<file path="config.mk">
export PLATFORM = sky130hd
export DESIGN_NAME = bp_cce_gpr_wb
export DESIGN_NICKNAME = d
export VERILOG_FILES = /design/src/rtl/bp_cce_pkg.sv /design/src/rtl/bp_cce_gpr_file.sv /design/src/rtl/bp_cce_gpr_wb.sv
export SDC_FILE = /design/constraint.sdc
export NUM_CORES = 1
export LEC_CHECK = 0
export CAP_MARGIN = 5
export CORE_AREA = 4 4 282 284
export DETAILED_ROUTE_END_ITERATION = 10
export DIE_AREA = 0 0 286 288
export HOLD_SLACK_MARGIN = 0.06
export PLACE_DENSITY = 0.63
export SLEW_MARGIN = 40
export SYNTH_ARGS = -nofsm -noshare
export SYNTH_HDL_FRONTEND = slang
export SYNTH_SLANG_ARGS = --single-unit
</file>
<file path="constraint.sdc">
create_clock -name clk_i -period 41.6 [get_ports clk_i]
set_clock_uncertainty 0.15 [all_clocks]
set_input_delay 8.32 -clock clk_i [delete_from_list [all_inputs] [get_ports clk_i]]
set_output_delay 8.32 -clock clk_i [all_outputs]
set_load 0.02 [all_outputs]
</file>
<file path="src/rtl/bp_cce_pkg.sv">
// bp_cce_pkg: CCE GPR indices, GPR file sizing and the writeback pipeline entry type.
package bp_cce_pkg;

    localparam int num_cce_gpr_gp       = 8;
    localparam int cce_gpr_width_gp     = 64;
    localparam int cce_gpr_sel_width_gp = $clog2(num_cce_gpr_gp);

    typedef enum logic [cce_gpr_sel_width_gp-1:0] {
        e_gpr_r0 = 3'd0,
        e_gpr_r1 = 3'd1,
        e_gpr_r2 = 3'd2,
        e_gpr_r3 = 3'd3,
        e_gpr_r4 = 3'd4,
        e_gpr_r5 = 3'd5,
        e_gpr_r6 = 3'd6,
        e_gpr_r7 = 3'd7
    } bp_cce_gpr_e;

    typedef struct packed {
        logic                            v;
        logic [cce_gpr_sel_width_gp-1:0] rd;
        logic [cce_gpr_width_gp-1:0]     data;
    } bp_cce_wb_entry_s;

endpackage

</file>
<file path="src/rtl/bp_cce_gpr_file.sv">
// bp_cce_gpr_file: num_gpr_p x width_p register file, two combinational read ports,
// one write port, asynchronous active-high reset.
module bp_cce_gpr_file #(
    parameter int width_p     = 64,
    parameter int num_gpr_p   = 8,
    parameter int sel_width_p = $clog2(num_gpr_p)
) (
    input  logic                           clk,
    input  logic                           rst,
    input  logic                           we,
    input  logic [sel_width_p-1:0]         waddr,
    input  logic [width_p-1:0]             wdata,
    input  logic [sel_width_p-1:0]         raddr_a,
    input  logic [sel_width_p-1:0]         raddr_b,
    output logic [width_p-1:0]             rdata_a,
    output logic [width_p-1:0]             rdata_b,
    output logic [num_gpr_p*width_p-1:0]   regs_flat
);

    logic [width_p-1:0] regs [num_gpr_p];

    always_ff @(posedge clk or posedge rst) begin
        if (rst) begin
            for (int k = 0; k < num_gpr_p; k++)
                regs[k] <= '0;
        end else if (we) begin
            regs[waddr] <= wdata;
        end
    end

    assign rdata_a = regs[raddr_a];
    assign rdata_b = regs[raddr_b];

    for (genvar i = 0; i < num_gpr_p; i++) begin : g_flat
        assign regs_flat[i*width_p +: width_p] = regs[i];
    end

endmodule

</file>
<file path="src/rtl/bp_cce_gpr_wb.sv">
// bp_cce_gpr_wb: CCE GPR operand fetch plus one-entry writeback pipeline and result flags.
// BP_CCE_GPR_BYPASS_EN forwards the pending entry to the read ports; otherwise hazard_o flags RAW.
module bp_cce_gpr_wb
    import bp_cce_pkg::*;
#(
    parameter int width_p         = cce_gpr_width_gp,
    parameter int num_gpr_p       = num_cce_gpr_gp,
    parameter int gpr_sel_width_p = $clog2(num_gpr_p)
) (
    input  logic                           clk_i,
    input  logic                           reset_i,
    input  logic [gpr_sel_width_p-1:0]     rs_a_i,
    input  logic [gpr_sel_width_p-1:0]     rs_b_i,
    output logic [width_p-1:0]             opd_a_o,
    output logic [width_p-1:0]             opd_b_o,
    input  logic                           wb_v_i,
    input  logic [gpr_sel_width_p-1:0]     wb_rd_i,
    input  logic [width_p-1:0]             wb_data_i,
    input  logic                           stall_i,
    output logic                           hazard_o,
    output logic                           zero_o,
    output logic                           neg_o,
    output logic [num_gpr_p*width_p-1:0]   gpr_o
);

    bp_cce_wb_entry_s   p_r;
    logic [width_p-1:0] rdata_a, rdata_b;
    logic               commit, match_a, match_b;

    assign commit  = p_r.v & ~stall_i;
    assign match_a = p_r.v && (p_r.rd == rs_a_i);
    assign match_b = p_r.v && (p_r.rd == rs_b_i);

    // Capture and commit share the edge: the new entry replaces the one being retired.
    always_ff @(posedge clk_i or posedge reset_i) begin
        if (reset_i) begin
            p_r    <= '0;
            zero_o <= 1'b0;
            neg_o  <= 1'b0;
        end else if (!stall_i) begin
            p_r <= '{v: wb_v_i, rd: wb_rd_i, data: wb_data_i};
            if (p_r.v) begin
                zero_o <= (p_r.data == '0);
                neg_o  <= p_r.data[width_p-1];
            end
        end
    end

    bp_cce_gpr_file #(
        .width_p     (width_p),
        .num_gpr_p   (num_gpr_p),
        .sel_width_p (gpr_sel_width_p)
    ) gpr_file (
        .clk       (clk_i),
        .rst       (reset_i),
        .we        (commit),
        .waddr     (p_r.rd),
        .wdata     (p_r.data),
        .raddr_a   (rs_a_i),
        .raddr_b   (rs_b_i),
        .rdata_a   (rdata_a),
        .rdata_b   (rdata_b),
        .regs_flat (gpr_o)
    );

`ifdef BP_CCE_GPR_BYPASS_EN
    always_comb begin
        opd_a_o  = match_a ? p_r.data : rdata_a;
        opd_b_o  = match_b ? p_r.data : rdata_b;
        hazard_o = 1'b0;
    end
`else
    always_comb begin
        opd_a_o  = rdata_a;
        opd_b_o  = rdata_b;
        hazard_o = match_a | match_b;
    end
`endif

endmodule

</file>
==> impl_metrics.env, run 1 <==
export IMPL_ctsRootBufferMaster="sky130_fd_sc_hd__clkbuf_16"
export IMPL_ys_top_cells_by_area="sky130_fd_sc_hd__dfrtp_1 48%, sky130_fd_sc_hd__mux2_2 21%, sky130_fd_sc_hd__mux4_2 19%"
export IMPL_tightest_slew_ns=0.8879
export IMPL_floorplan_die_width_um=286
export IMPL_post_route_min_period_ns=19.61
export IMPL_hold_viol=0
export IMPL_max_stage_delay_ns=0.69
export IMPL_initial_core_utilization_pct=39.12
export IMPL_gpl_final_weighted_congestion=0.8757
export IMPL_place_area_um2=37820
export IMPL_period_utilisation_layout_pct=47.13
export IMPL_clock_sinks=582
export IMPL_cts_buffers_inserted=66
export IMPL_timing_final_setup_violations=0
export IMPL_detail_route_wirelength_um=111500
export IMPL_synth_cell_types=36
export IMPL_timing_final_max_slew_violations=0
export IMPL_detailed_router_iteration_count_before_antenna_repair=5
export IMPL_power_per_cell_area_nw_per_um2=78.76
export IMPL_grt_setup_unrepaired="false"
export IMPL_setup_worst_path_end_class="output port"
export IMPL_global_route_usage_met1_pct=34.23
export IMPL_post_cts_resize_count=0
export IMPL_max_freq_ghz=0.05101
export IMPL_core_area_um2=77080
export IMPL_post_dp_hpwl_um=76590
export IMPL_outcome="finished clean"
export IMPL_floorplan_rows=102
export IMPL_die_height_um=288
export IMPL_ant_nets=0
export IMPL_nFillCells=6503
export IMPL_crit_family="buffers and inverters"
export IMPL_h_tree_depth=3
export IMPL_ys_seq_area_share_pct=48.30
export IMPL_worst_endpoint_required_ns=33.13
export IMPL_most_frequently_used_flop_master_after_synthesis="sky130_fd_sc_hd__dfrtp_1"
export IMPL_tns_ns=0
export IMPL_area_growth_pct=32.91
export IMPL_fin_ws_ns=22.00
export IMPL_max_cap_violations=0
export IMPL_gr_usage_all_layers_pct=26.69
export IMPL_total_power_mw=3.157
export IMPL_worst_slew_margin_rel_pct=40.80
export IMPL_num_nets_final=2626
export IMPL_cp_cell_sequence="buf_6, buf_6, xnor2_1, nand2_1, o211ai_1, o211a_1, clkdlybuf4s50_1"
export IMPL_design_portCount=720
export IMPL_non_filler_cell_area_final_um2=40080
export IMPL_critPathBufInv=3
export IMPL_clkLatencyLatePin_ns=0.59
export IMPL_tritoncts="yes"
export IMPL_cp_common_cell="sky130_fd_sc_hd__buf_6"
export IMPL_routed_wire_length_per_instance_um=30.56
export IMPL_path_clk_slew_ns=0.06
export IMPL_final_layout_size_suffix_gt1_share_pct=40.17
export IMPL_crit_arrival_ns=11.14
export IMPL_avgViaCountPerCell=5.659
export IMPL_worstPathMaxFanout=68
export IMPL_worst_path_max_delay_cell="sky130_fd_sc_hd__buf_6"
export IMPL_global_route_overflow_total=0
export IMPL_vias_in_the_first_global_route=22000
export IMPL_global_route_usage_met2_pct=44.02
export IMPL_grt_busiest_layer="met2"
export IMPL_synth_net_count=2008
export IMPL_grt_pass1_wl_um=162000
export IMPL_critical_path_startpoint_type="input port"
export IMPL_antenna_found_initial=16
export IMPL_synth_avg_cell_area_um2=15.62
export IMPL_synthCells=1931
export IMPL_drcViolationCount=0
export IMPL_globalRouteMet3Util_pct=6.698
export IMPL_design_die_area_um2=82370
export IMPL_placement_setup_worst_slack_ns=21.98
export IMPL_post_synth_top_area_cell="sky130_fd_sc_hd__dfrtp_1"
export IMPL_p_leak_nw=16.46
export IMPL_hold_class="register to register"
export IMPL_path_class="input port to output port"
export IMPL_cts_post_setup_buffers_inserted=0
export IMPL_ys_warnings_count=0
export IMPL_pin_count_of_the_biggest_net_entering_global_routing=113
export IMPL_synth_enable_flop_cells=0
export IMPL_port_buffer_cells=719
export IMPL_final_core_util_pct=51.99
export IMPL_synth_cell_area_um2=30160
export IMPL_ys_async_sr_fraction_pct=100.0
export IMPL_synth_top_area_share_pct=48.30
export IMPL_cts_hold_buf=0
export IMPL_clock_tree_buffer_depth=3
export IMPL_detail_route_iter0_violations=1327
export IMPL_vdd_ir_drop_worst_uv=51.95
export IMPL_dr_total_vias=20640
export IMPL_yosys_register_bits=582
-- per-layer routing --
layer  up-vias  part of all wire (%)
met5         -                 0.092
met4        14                   3.6
met3       185                   7.1
met2       796                    49
met1     11170                    40
li1       8483                     -
-- Yosys cell counts, drive strengths merged, types with 2 or more instances --
library cell	n
nand3	3
nor4	16
nand2	202
nand3b	2
buf	146
mux2	644
xnor2	4
mux4	256
clkbuf	58
nor2	3
nand4	3
dfrtp	582
inv	2
nor3b	2
-- layout make-up --
class | instances | area, um2 | area share (%)
flip-flops and latches | 582 | 14560 | 36.34
multi-input cells | 1143 | 14360 | 35.82
repair buffers | 754 | 7584 | 18.92
clock buffers | 98 | 1974 | 4.926
well taps | 1040 | 1301 | 3.247
clock inverters | 20 | 251.5 | 0.6275
inverters | 2 | 25.02 | 0.06244
diodes | 9 | 22.52 | 0.05619
-- sequential cells by signal, indices dropped and copies added (netlist names) --
register            count
gpr_file.regs_flat    512
neg_o                   1
p_r                    68
zero_o                  1
-- power by group --
part           switching, mW  internal (mW)
clock                  0.239          0.355
sequential             0.300          0.782
combinational          0.668          0.812
total                   1.21           1.95
-- path summary, 6_finish.rpt --
path	start	end	slack [ns]	cells past startpoint
setup reg to reg	p_r[64]	gpr_file.regs_flat[280]	38.45	5
hold / removal	neg_o	neg_o	0.35	2
max in group asynchronous	reset_i	gpr_file.regs_flat[224]	31.19	5
hold reg to reg	neg_o	neg_o	0.35	2
min in group asynchronous	reset_i	p_r[6]	8.05	2
setup / recovery	rs_b_i[1]	hazard_o	22.00	7
-- kinds of logic after synthesis --
logic type,count (synthesis),synth area share [%]
DFF,582,48.30
and+or+nand+nor,235,3.402
AOI/OAI and AO/OA,4,0.09544
muxes,900,43.92
xor gates and xnor gates,4,0.1162
buffers and inverters,206,4.174
-- worst min-delay path, stage by stage (launching register included) --
cell and delay, ns:
sky130_fd_sc_hd__dfrtp_1 0.35, sky130_fd_sc_hd__nand2_1 0.05, sky130_fd_sc_hd__nand2_1 0.06
-- per-stage QoR --
stage,std cells,hold WS (ns)
final,3648,0.3535
after global placement,3517,0.3197
after detailed placement,3521,0.3244
after floorplan,1931,0.3748
after CTS,3639,0.3518
after global routing,3646,0.3562
-- layout by cell type, fill, tap and decap left out, types with 2 or more instances in the layout --
cell type,count
sky130_fd_sc_hd__clkdlybuf4s50_1,712
sky130_fd_sc_hd__dfrtp_1,582
sky130_fd_sc_hd__mux2_2,569
sky130_fd_sc_hd__mux4_2,256
sky130_fd_sc_hd__nand2_1,200
sky130_fd_sc_hd__clkbuf_16,68
sky130_fd_sc_hd__mux2_4,60
sky130_fd_sc_hd__buf_4,23
sky130_fd_sc_hd__clkbuf_8,18
sky130_fd_sc_hd__mux2_1,15
sky130_fd_sc_hd__nor4_1,15
sky130_fd_sc_hd__clkbuf_1,14
sky130_fd_sc_hd__diode_2,9
sky130_fd_sc_hd__buf_6,9
sky130_fd_sc_hd__clkinv_2,8
sky130_fd_sc_hd__xnor2_1,4
sky130_fd_sc_hd__clkinv_8,4
sky130_fd_sc_hd__bufinv_16,4
sky130_fd_sc_hd__buf_8,4
sky130_fd_sc_hd__clkinv_4,3
sky130_fd_sc_hd__nand4_1,3
sky130_fd_sc_hd__nand3b_1,2
sky130_fd_sc_hd__nand2_4,2
sky130_fd_sc_hd__nor3b_4,2
sky130_fd_sc_hd__nand3_1,2
sky130_fd_sc_hd__inv_6,2
sky130_fd_sc_hd__buf_16,2
sky130_fd_sc_hd__buf_12,2
Note: power is estimated with default switching activity, not from simulation.
==> run 2, diff against run 1 <==
CORE_AREA = 4 4 277 279   (was 4 4 282 284)
DIE_AREA = 0 0 281 283   (was 0 0 286 288)
PLACE_DENSITY = 0.68   (was 0.63)
clock period = 17.5 ns   (was 41.6 ns; I/O delays follow)
==> run 2 against run 1 <==
  * Global-route usage increased by 0.35 points
  * Setup slack got worse by 14 ns
  * Flip-flop and latch count unchanged
  * Sequential power increased by 140%
  * Register-to-register slack got worse by 24 ns
  * Count of clock-buffer cells in the layout decreased by 4
  * Sequential share of layout area increased by 0.10 points
  * Clock power increased by 130%
  * Non-clock buffer count decreased by 1
  * Largest power group unchanged
==> impl_metrics.env, run 2 (synthesis results as in run 1) <==
export IMPL_num_nets_final=2625
export IMPL_timing_hold_ws_ns=0.3542
export IMPL_post_route_min_period_ns=9.956
export IMPL_period_utilisation_layout_pct=56.89
export IMPL_drcViolationCount=0
export IMPL_cts_buffers_inserted=66
export IMPL_tightest_slew_ns=0.8795
export IMPL_max_stage_delay_ns=0.65
export IMPL_hold_viol=0
export IMPL_pin_count_of_the_biggest_net_entering_global_routing=151
export IMPL_grt_pass1_wl_um=160000
export IMPL_critical_path_startpoint_type="input port"
export IMPL_path_class="input port to output port"
export IMPL_core_area_um2=74200
export IMPL_clock_sinks=582
export IMPL_worst_endpoint_required_ns=13.85
export IMPL_ant_nets=0
export IMPL_power_per_cell_area_nw_per_um2=186.8
export IMPL_cts_hold_buf=0
export IMPL_p_leak_nw=16.43
export IMPL_detailed_router_iteration_count_before_antenna_repair=5
export IMPL_h_tree_depth=3
export IMPL_global_route_overflow_total=0
export IMPL_tritoncts="yes"
export IMPL_detail_route_wirelength_um=108500
export IMPL_largest_register_ff_count=512
export IMPL_worst_slew_margin_rel_pct=41.37
export IMPL_layout_commonest_cell="sky130_fd_sc_hd__clkdlybuf4s50_1"
export IMPL_post_cts_resize_count=0
export IMPL_post_dp_hpwl_um=74520
export IMPL_final_layout_size_suffix_gt1_share_pct=40.12
export IMPL_design_portCount=720
export IMPL_cts_post_setup_buffers_inserted=0
export IMPL_layout_common_cells="712 x sky130_fd_sc_hd__clkdlybuf4s50_1, 582 x sky130_fd_sc_hd__dfrtp_1, 569 x sky130_fd_sc_hd__mux2_2"
export IMPL_avgViaCountPerCell=5.788
export IMPL_gr_usage_all_layers_pct=27.04
export IMPL_design_die_area_um2=79520
export IMPL_worstPathMaxFanout=65
export IMPL_cp_cell_sequence="buf_6, buf_6, mux4_2, nand2_1, nand2_1, clkdlybuf4s50_1"
export IMPL_antenna_found_initial=13
export IMPL_multi_input_comb_area_um2=14370
export IMPL_initial_core_utilization_pct=40.64
export IMPL_hold_class="register to register"
export IMPL_ff_to_ff_path_depth=7
export IMPL_tns_ns=0
export IMPL_area_growth_pct=32.54
export IMPL_max_freq_ghz=0.1004
export IMPL_outcome="finished clean"
export IMPL_grt_setup_unrepaired="false"
export IMPL_timing_final_setup_violations=0
export IMPL_ctsRootBufferMaster="sky130_fd_sc_hd__clkbuf_16"
export IMPL_timing_final_max_slew_violations=0
export IMPL_max_cap_violations=0
export IMPL_gpl_final_weighted_congestion=0.8753
export IMPL_crit_arrival_ns=6.31
export IMPL_floorplan_rows=100
export IMPL_dr_total_vias=20690
export IMPL_path_clk_slew_ns=0.06
export IMPL_vias_in_the_first_global_route=22190
export IMPL_clkLatencyLatePin_ns=0.58
export IMPL_nFillCells=5992
export IMPL_setup_worst_path_end_class="output port"
export IMPL_vdd_ir_drop_worst_uv=108.2
export IMPL_port_buffer_cells=719
export IMPL_floorplan_die_width_um=281
export IMPL_sequential_cell_area_um2=14560
export IMPL_die_height_um=283
export IMPL_routed_wire_length_per_instance_um=30.35
export IMPL_worst_path_max_delay_cell="sky130_fd_sc_hd__buf_6"
export IMPL_detail_route_iter0_violations=1497
export IMPL_clock_tree_buffer_depth=3
export IMPL_worst_hold_path_num_cells=2
[run 2: cell types whose count changed in the layout (fill, tap and decap cells not counted), moves of 2 or more]
cell                         previous run  this run
sky130_fd_sc_hd__clkbuf_8              18        10
sky130_fd_sc_hd__buf_4                 23        16
sky130_fd_sc_hd__buf_6                  9        16
sky130_fd_sc_hd__clkinv_2               8        13
sky130_fd_sc_hd__clkinv_8               4         0
sky130_fd_sc_hd__clkinvlp_4             1         4
sky130_fd_sc_hd__buf_16                 2         4
sky130_fd_sc_hd__buf_8                  4         2
sky130_fd_sc_hd__clkinv_4               3         1
[run 2: metal layers]
layer	vias to the layer above	track usage (%)	part of all wire, %
met5	-	0	0.056
met4	8	9.413	3.5
met3	190	6.365	7.3
met2	903	45.56	50
met1	11120	34.33	39
li1	8469	-	-
[run 2: final cells by class]
class / count / area share, %
timing repair buffer: 753 / 19.08
sequential: 582 / 36.44
multi-input combinational: 1143 / 35.96
clock inverter: 23 / 0.5948
inverter: 2 / 0.03131
clock buffer: 94 / 4.805
antenna: 8 / 0.05009
tap: 969 / 3.034
[run 2: path summary, 6_finish.rpt]
check	start	end	slack, ns
worst max register to register	p_r[67]	gpr_file.regs_flat[507]	14.74
worst max-delay path	rs_b_i[1]	opd_b_o[0]	7.54
worst min register to register	zero_o	zero_o	0.35
min in group asynchronous	reset_i	gpr_file.regs_flat[506]	3.30
worst min-delay path	zero_o	zero_o	0.35
max in group asynchronous	reset_i	gpr_file.regs_flat[349]	11.41
[run 2: worst max-delay path: cells and delay by family]
| family | cells | cell delay, ns |
|---|---|---|
| simple gates | 2 | 0.18 |
| buf+inv | 3 | 1.72 |
| mux | 1 | 0.61 |
[run 2: metrics by stage]
step	util (%)	power, mW	area [um2]	std cells	setup slack, ns
floorplan	-	4.216	30160	1931	5.919
finish	53.87	7.465	39970	3574	7.544
global placement	50.67	6.032	37600	3444	7.386
detailed placement	50.88	6.098	37750	3448	7.614
global route	53.86	7.774	39960	3572	7.529
CTS	53.79	7.511	39910	3565	7.621
[run 2: power breakdown]
group	internal [mW]	switching (mW)
Sequential	1.86	0.709
Combinational	1.93	1.58
Clock	0.825	0.557
Total	4.62	2.85
